`config.mk`:
```
export PLATFORM = sky130hd
export DESIGN_NAME = uart_tx_arbiter
export DESIGN_NICKNAME = d
export VERILOG_FILES = /design/src/rtl/uart_pkg.sv /design/src/rtl/rr_pick.sv /design/src/rtl/uart_tx_arbiter.sv
export SDC_FILE = /design/constraint.sdc
export NUM_CORES = 1
export LEC_CHECK = 0
export ABC_CLOCK_PERIOD_IN_PS = 1930
export BUFFER_PORTS_ARGS = -buffer_cell sky130_fd_sc_hd__buf_2
export CAP_MARGIN = 30
export CORE_AREA = 4 4 313 315
export CTS_BUF_LIST = sky130_fd_sc_hd__clkbuf_4 sky130_fd_sc_hd__clkbuf_8 sky130_fd_sc_hd__clkbuf_16
export CTS_CLUSTER_SIZE = 40
export DETAILED_ROUTE_END_ITERATION = 8
export DIE_AREA = 0 0 317 319
export SLEW_MARGIN = 25
export SYNTH_ARGS = -nofsm -noshare
export SYNTH_HDL_FRONTEND = slang
export SYNTH_SLANG_ARGS = --single-unit
```
`constraint.sdc`:
```
create_clock -name clk -period 1.93 [get_ports clk]
set_input_delay 0.2895 -clock clk [delete_from_list [all_inputs] [get_ports clk]]
set_output_delay 0.2895 -clock clk [all_outputs]
set_load 0.02 [all_outputs]
```
`src/rtl/uart_pkg.sv`:
```
// Types and defaults shared by the transmit arbiter and the tx_fsm transmitter.
package uart_pkg;

    localparam int UART_DATA_W = 160;

    typedef enum logic [1:0] {
        IDLE,
        LOAD,
        SEND
    } arb_state_t;

endpackage

```
`src/rtl/rr_pick.sv`:
```
// Combinational round-robin selection: first requester above last_ptr, wrapping.
module rr_pick #(
    parameter int NUM_REQ = 4,
    parameter int PTR_W   = 2
) (
    input  logic [NUM_REQ-1:0] req,
    input  logic [PTR_W-1:0]   last_ptr,
    output logic [PTR_W-1:0]   winner,
    output logic               valid
);

    logic [2*NUM_REQ-1:0] req_dbl;

    always_comb begin
        req_dbl = {req, req};
        winner  = '0;
        valid   = 1'b0;
        // Window last_ptr+1 .. last_ptr+NUM_REQ of the doubled vector; scanning
        // downward lets the lowest qualifying position overwrite the others.
        for (int unsigned j = 2 * NUM_REQ; j > 0; j--) begin
            if (req_dbl[j-1] && (j - 1 > 32'(last_ptr)) &&
                (j - 1 <= 32'(last_ptr) + 32'(NUM_REQ))) begin
                valid  = 1'b1;
                winner = (j - 1 >= 32'(NUM_REQ)) ? PTR_W'(j - 1 - 32'(NUM_REQ))
                                                 : PTR_W'(j - 1);
            end
        end
    end

endmodule

```
`src/rtl/uart_tx_arbiter.sv`:
```
// Shares one tx_fsm transmitter among NUM_REQ requesters with round-robin
// grants, a start timeout while loading, and a done pulse per completed frame.
module uart_tx_arbiter
    import uart_pkg::*;
#(
    parameter int NUM_REQ   = 4,
    parameter int DATA_W    = UART_DATA_W,
    parameter int START_TMO = 255
) (
    input  logic                      clk,
    input  logic                      reset_n,
    input  logic [NUM_REQ-1:0]        req,
    input  logic [NUM_REQ*DATA_W-1:0] req_data,
    output logic [NUM_REQ-1:0]        grant,
    output logic [NUM_REQ-1:0]        done,
    output logic [DATA_W-1:0]         tx_data,
    output logic                      wr_enable,
    input  logic                      tx_busy,
    output logic                      timeout_err
);

    localparam int PTR_W  = (NUM_REQ > 1) ? $clog2(NUM_REQ) : 1;
    localparam int TMO_W  = $clog2(START_TMO + 1);
    localparam int CNT_W  = (TMO_W > 8) ? TMO_W : 8;

    arb_state_t          state, state_nxt;
    logic [NUM_REQ-1:0]  grant_nxt, done_nxt;
    logic [DATA_W-1:0]   tx_data_nxt;
    logic                wr_nxt, tmo_nxt;
    logic [CNT_W-1:0]    cnt, cnt_nxt;
    logic [PTR_W-1:0]    last_ptr, last_nxt;
    logic [PTR_W-1:0]    owner, owner_nxt;
    logic [PTR_W-1:0]    pick_winner;
    logic                pick_valid;

    rr_pick #(
        .NUM_REQ (NUM_REQ),
        .PTR_W   (PTR_W)
    ) u_rr_pick (
        .req      (req),
        .last_ptr (last_ptr),
        .winner   (pick_winner),
        .valid    (pick_valid)
    );

    always_ff @(posedge clk) begin
        if (!reset_n) begin
            state       <= IDLE;
            grant       <= '0;
            done        <= '0;
            tx_data     <= '0;
            wr_enable   <= 1'b0;
            timeout_err <= 1'b0;
            cnt         <= '0;
            last_ptr    <= PTR_W'(NUM_REQ - 1);
            owner       <= '0;
        end else begin
            state       <= state_nxt;
            grant       <= grant_nxt;
            done        <= done_nxt;
            tx_data     <= tx_data_nxt;
            wr_enable   <= wr_nxt;
            timeout_err <= tmo_nxt;
            cnt         <= cnt_nxt;
            last_ptr    <= last_nxt;
            owner       <= owner_nxt;
        end
    end

    always_comb begin
        state_nxt   = state;
        grant_nxt   = grant;
        done_nxt    = '0;
        tx_data_nxt = tx_data;
        wr_nxt      = wr_enable;
        tmo_nxt     = 1'b0;
        cnt_nxt     = cnt;
        last_nxt    = last_ptr;
        owner_nxt   = owner;

        case (state)
            IDLE: begin
                if (pick_valid && tx_busy) begin
                    grant_nxt   = NUM_REQ'(1) << pick_winner;
                    tx_data_nxt = req_data[pick_winner * DATA_W +: DATA_W];
                    wr_nxt      = 1'b1;
                    cnt_nxt     = '0;
                    owner_nxt   = pick_winner;
                    state_nxt   = LOAD;
                end
            end
            LOAD: begin
                // A start seen on the final counted cycle still wins over timeout.
                if (!tx_busy) begin
                    wr_nxt    = 1'b0;
                    state_nxt = SEND;
                end else if (cnt == CNT_W'(START_TMO - 1)) begin
                    wr_nxt    = 1'b0;
                    grant_nxt = '0;
                    tmo_nxt   = 1'b1;
                    last_nxt  = owner;
                    state_nxt = IDLE;
                end else begin
                    cnt_nxt = cnt + 1'b1;
                end
            end
            SEND: begin
                if (tx_busy) begin
                    done_nxt  = grant;
                    grant_nxt = '0;
                    last_nxt  = owner;
                    state_nxt = IDLE;
                end
            end
            default: state_nxt = IDLE;
        endcase
    end

endmodule

```
# After elaboration in Yosys (flattened, before gate mapping)
# Cells that the tools add are included.
# totals
in_bits,647
register_bits,184
# classes
n_eq_ne,9
n_lt_le_gt_ge,10
addsub,2
multipliers,1
shifts,2
n_reduce_logical,23
muxes,37
# ops
cell,count
$shiftx 640x11->160,1
$le 3x32->1 const A,4
$le 2x32->1 const A,2
$le 1x32->1 const A,1
$mux 2,14
$mux 8,3
$mux 4,4
$pmux 8 s2,1
$pmux 4 s3,1
$reduce_and 3->1,4
$logic_and 1x1->1,11
$mux 1,11
$ne 2x2->1 const B,5
$add 8x1->8 const B,1
$eq 8x8->1 const B,1
$reduce_and 4->1,2
$pmux 2 s3,1
$mul 2x3->5 const B,1
$reduce_and 5->1,1
$add 2x3->4 const B,1
$gt 2x2->1 const A,2
$pmux 2 s2,1
$reduce_bool 2->1,2
$shl 1x2->4 const A,1
other kinds (8),8

# Longest topological paths before layout
# logic_depth
ltp_word,13
mapped_depth,10
mapped_depth_nobuf,7

# Modules after synthesis
# A second synthesis with hierarchy kept.
# unflattened
hier_cells,1040
hier_area_um2,10578.9
# modules_own_cells
mod,seq_area_each_um2,n_inst,cells_per_inst,area_per_inst_um2
uart_tx_arbiter,3683.5,1,1026,10497.6
rr_pick,0.0,1,14,81.3

# Least setup slack after synthesis
# Ideal clock, no wire load.
# synth_timing
kind,register to register
from,reg state[0]
to,reg tx_data[100]
slack_ns,-0.169
arrival_ns,1.957
path_stages_with_launch,11
period_less_slack_ns,2.099
required_ns,1.788
n_path_buf,3
path_cell_list,dfxtp_1 -> inv_1 -> ha_1 -> inv_1 -> or3_1 -> a21o_1 -> buf_2 -> buf_2 -> buf_2 -> a211oi_1 -> a311oi_1
# synth_between
elab_chain_cells,2
# synth_rtl
item,line_no,source
from (decl),uart_tx_arbiter.sv:26,"arb_state_t state, state_nxt;"
from (signal assigned),uart_tx_arbiter.sv:58,state <= state_nxt;
$logic_not 2->1,uart_tx_arbiter.sv:81,case (state)
$reduce_and 2->1 (no source line),--,
to (signal assigned),uart_tx_arbiter.sv:61,tx_data <= tx_data_nxt;
to (decl),uart_tx_arbiter.sv:16,"output logic [DATA_W-1:0] tx_data,"
# No other way between the ends.
# A chain may end at the register's enable or synchronous reset.

# Worst setup path after layout
# layout_timing
from,reg state[0]
to,reg tx_data[14]
# The elaborated chain is that of the path after synthesis.

==> flow_summary.ini <==
[pwr]
ir_worst_vdd_mv = 0.564
power_per_cell_area_nw_per_um2 = 732
power_mw = 15.7
power_leakage_nw = 9.62

[placed_design]
numPortBuffers = 816
hpwlAfterDp_um = 68000
finalWeightedCongestion = 0.922
place_ws_ps = -336
dpl.cell_count = 3514

[synth]
postSynthAreaPerCell_um2 = 7.54
yosys.area.top_type = dfxtp_1
syn_inst = 1419
syn-num-nets = 2072
synth_edf_count = 0
ys_seq_area_share_pct = 34.4
synthFlopType = dfxtp_1
yosysWarningCount = 0
synth_seq_cells = 184
ys_top_cells_by_area = dfxtp_1, a311oi_1, nand2_1
ys_types = 44
yosysTopAreaCellShare_pct = 34.4
synth_async_sr_flop_share_pct = 0
netlist_area_um2 = 10700

[worst_setup_path]
worstPathCellList = inv_2 > ha_4 > inv_2 > or3_4 > a21o_4 > buf_12 > buf_4 > a211oi_4 > a311oi_1
crit_path_start_kind = register
crit_required_ps = 2310
cp_top_family = compound AO/OA/AOI/OAI gates
critPathMaxStageDelay_ps = 390
rrSetupSlack_ps = -150
critical_path_buf_inv_count = 4
cp.depth = 9
path_max_fanout = 30
crit_path_end_kind = register
crit_type = reg2reg
r2r_cells = 9
cp.arrival_ps = 2470
crit_top_cell = inv_2
slowest_stage = or3_4

[timing]
fin_skew_ps = 17.9
slew_headroom_pct = 69.6
finalCritPeriodShare_pct = 108
fin_tns_setup_ps = -10480
finalWorstSetupSlack_ps = -153
slew_viol_final = 0
worst_slew_pin_slew_ps = 455
setup_viol = 148
grt_setup_unrepaired = true
hold_viol = 0
period_needed_ps = 2080
max_freq_ghz = 0.480

[final_layout]
nets = 3120
layout_common_cells = buf_2, nand2_1, dfxtp_1
final_cells = 3763
mostFrequentLayoutCell = buf_2
area_delta_synth_final_pct = 101
drive_gt1_share_pct = 49.9
utilization_pct = 22.6

[routing]
wl_per_cell_um = 23.2
vias = 16200
drt-pass1-iter-count = 6
drc = 0
viasPerCell = 4.31
dr.first_iter.drc_count = 855
wirelength_um = 87400
final_antenna_net_count = 0

[floorplan]
die_area_um2 = 101000
coreArea_um2 = 94900
start_util_pct = 11.3
fp.dieW_um = 317
die_h_um = 319
num_rows = 113
io_pins = 817

[hold_path]
min_path_cells = 3
hold_class = in2reg

[outcome]
violations = negative setup slack
status = finished, violations left

[clock_tree]
h-tree-depth = 4
clock_path_buffers = 2
path_clk_slew_ps = 80
cts_num_sinks = 184
cts_tree = built
insertion_delay_ps = 510
clockRootBuffer = clkbuf_16
cts_buffers = 17

[global_route]
grt_usage_pct = 15.9
overflow = 0
grt_max_degree = 86
grt_pass1_vias = 16300
grt_pass1_wl_um = 116000
antenna_found_initial = 34

[run]
drv_cap = 0
==> worst reg2reg max path, cell delays in order, from the launching register on <==
cell      delay (ps)
dfxtp_2          330
inv_2             70
ha_4             130
inv_2             30
or3_4            390
a21o_4           250
buf_12           180
buf_4            290
a211oi_4         220
a311oi_1          70
==> layout make-up <==
type                       instances  area, um2
multi-input combinational       1067       7370
timing repair buffer            1189       8180
clock buffer                      18        433
clock inverter                    14        138
sequential                       184       3690
inverter                           8       30.0
tap                             1265       1580
fill                           10400      73400
antenna                           18       45.0
==> synth_stat cells, drive strengths merged (4+ instances only) <==
cell type / n
inv: 7
dfxtp: 184
nand2: 339
clkbuf: 122
o21ai: 163
a311oi: 160
nor2: 13
buf: 38
a21oi: 8
and2: 7
or4: 4
xor2: 5
nand4: 5
a211oi: 161
and3: 164
ha: 6
nand3: 4
==> kinds of logic (layout without fill, tap and decap cells) <==
| family | Yosys count | in the layout | share of synthesized area [%] |
|---|---|---|---|
| AND/OR/NAND/NOR | 544 | 544 | 23.7 |
| multiplexers | 3 | 3 | 0.327 |
| XOR/XNOR | 5 | 5 | 0.409 |
| other | 0 | 18 | 0 |
| buffers and inverters | 168 | 1229 | 6.67 |
| adder cells (fa/ha/maj) | 6 | 6 | 0.702 |
| flip-flops | 184 | 184 | 34.4 |
| AO/OA/AOI/OAI | 509 | 509 | 33.8 |
==> sequential cells by signal (all words and copies together), names as in the netlist <==
| name | cells |
|---|---|
| cnt | 8 |
| last_ptr | 2 |
| owner | 2 |
| state | 2 |
| wr_enable | 1 |
| timeout_err | 1 |
| done | 4 |
| grant | 4 |
| tx_data | 160 |
==> path summary, 6_finish.rpt <==
path / start / end
min reg2reg: owner[1] / owner[1]
min: req_data[602] / tx_data[122]
max: state[0] / tx_data[14]
max reg2reg: state[0] / tx_data[14]
==> where the power goes <==
group          internal [mW]  leakage, nW  switching, mW  total [mW]
clock                   1.72        0.279           1.94        3.66
sequential              4.40         1.52          0.353        4.75
combinational           3.01         7.82           4.30        7.31
==> through the flow <==
stage | hold WS (ps) | instance area (um2)
2_1_floorplan | 436 | 10700
3_3_place_gp | 444 | 17400
3_5_place_dp | 454 | 17400
4_1_cts | 0.110 | 20700
5_1_grt | 13.5 | 21400
6_report | 66.6 | 21500
==> routing by layer <==
layer / track usage [%] / vias up / share of wire [%]
li1: - / 7474 / -
met1: 19.3 / 7780 / 42
met2: 27.0 / 806 / 48
met3: 3.71 / 147 / 6.6
met4: 6.31 / 10 / 3.8
met5: 0 / - / 0.097
==> what timing repair did <==
| item | CTS | global route |
|---|---|---|
| gates resized for setup | 138 | 115 |
| setup buffers | 19 | 4 |
| endpoints found under the setup margin | 164 | 163 |
| gates cloned | 8 | 5 |
| endpoints found under the hold margin | 106 | 0 |
| hold buffers | 167 | 0 |
| pin swaps | 12 | 7 |
No activity file was read; power rests on OpenSTA's default activity.
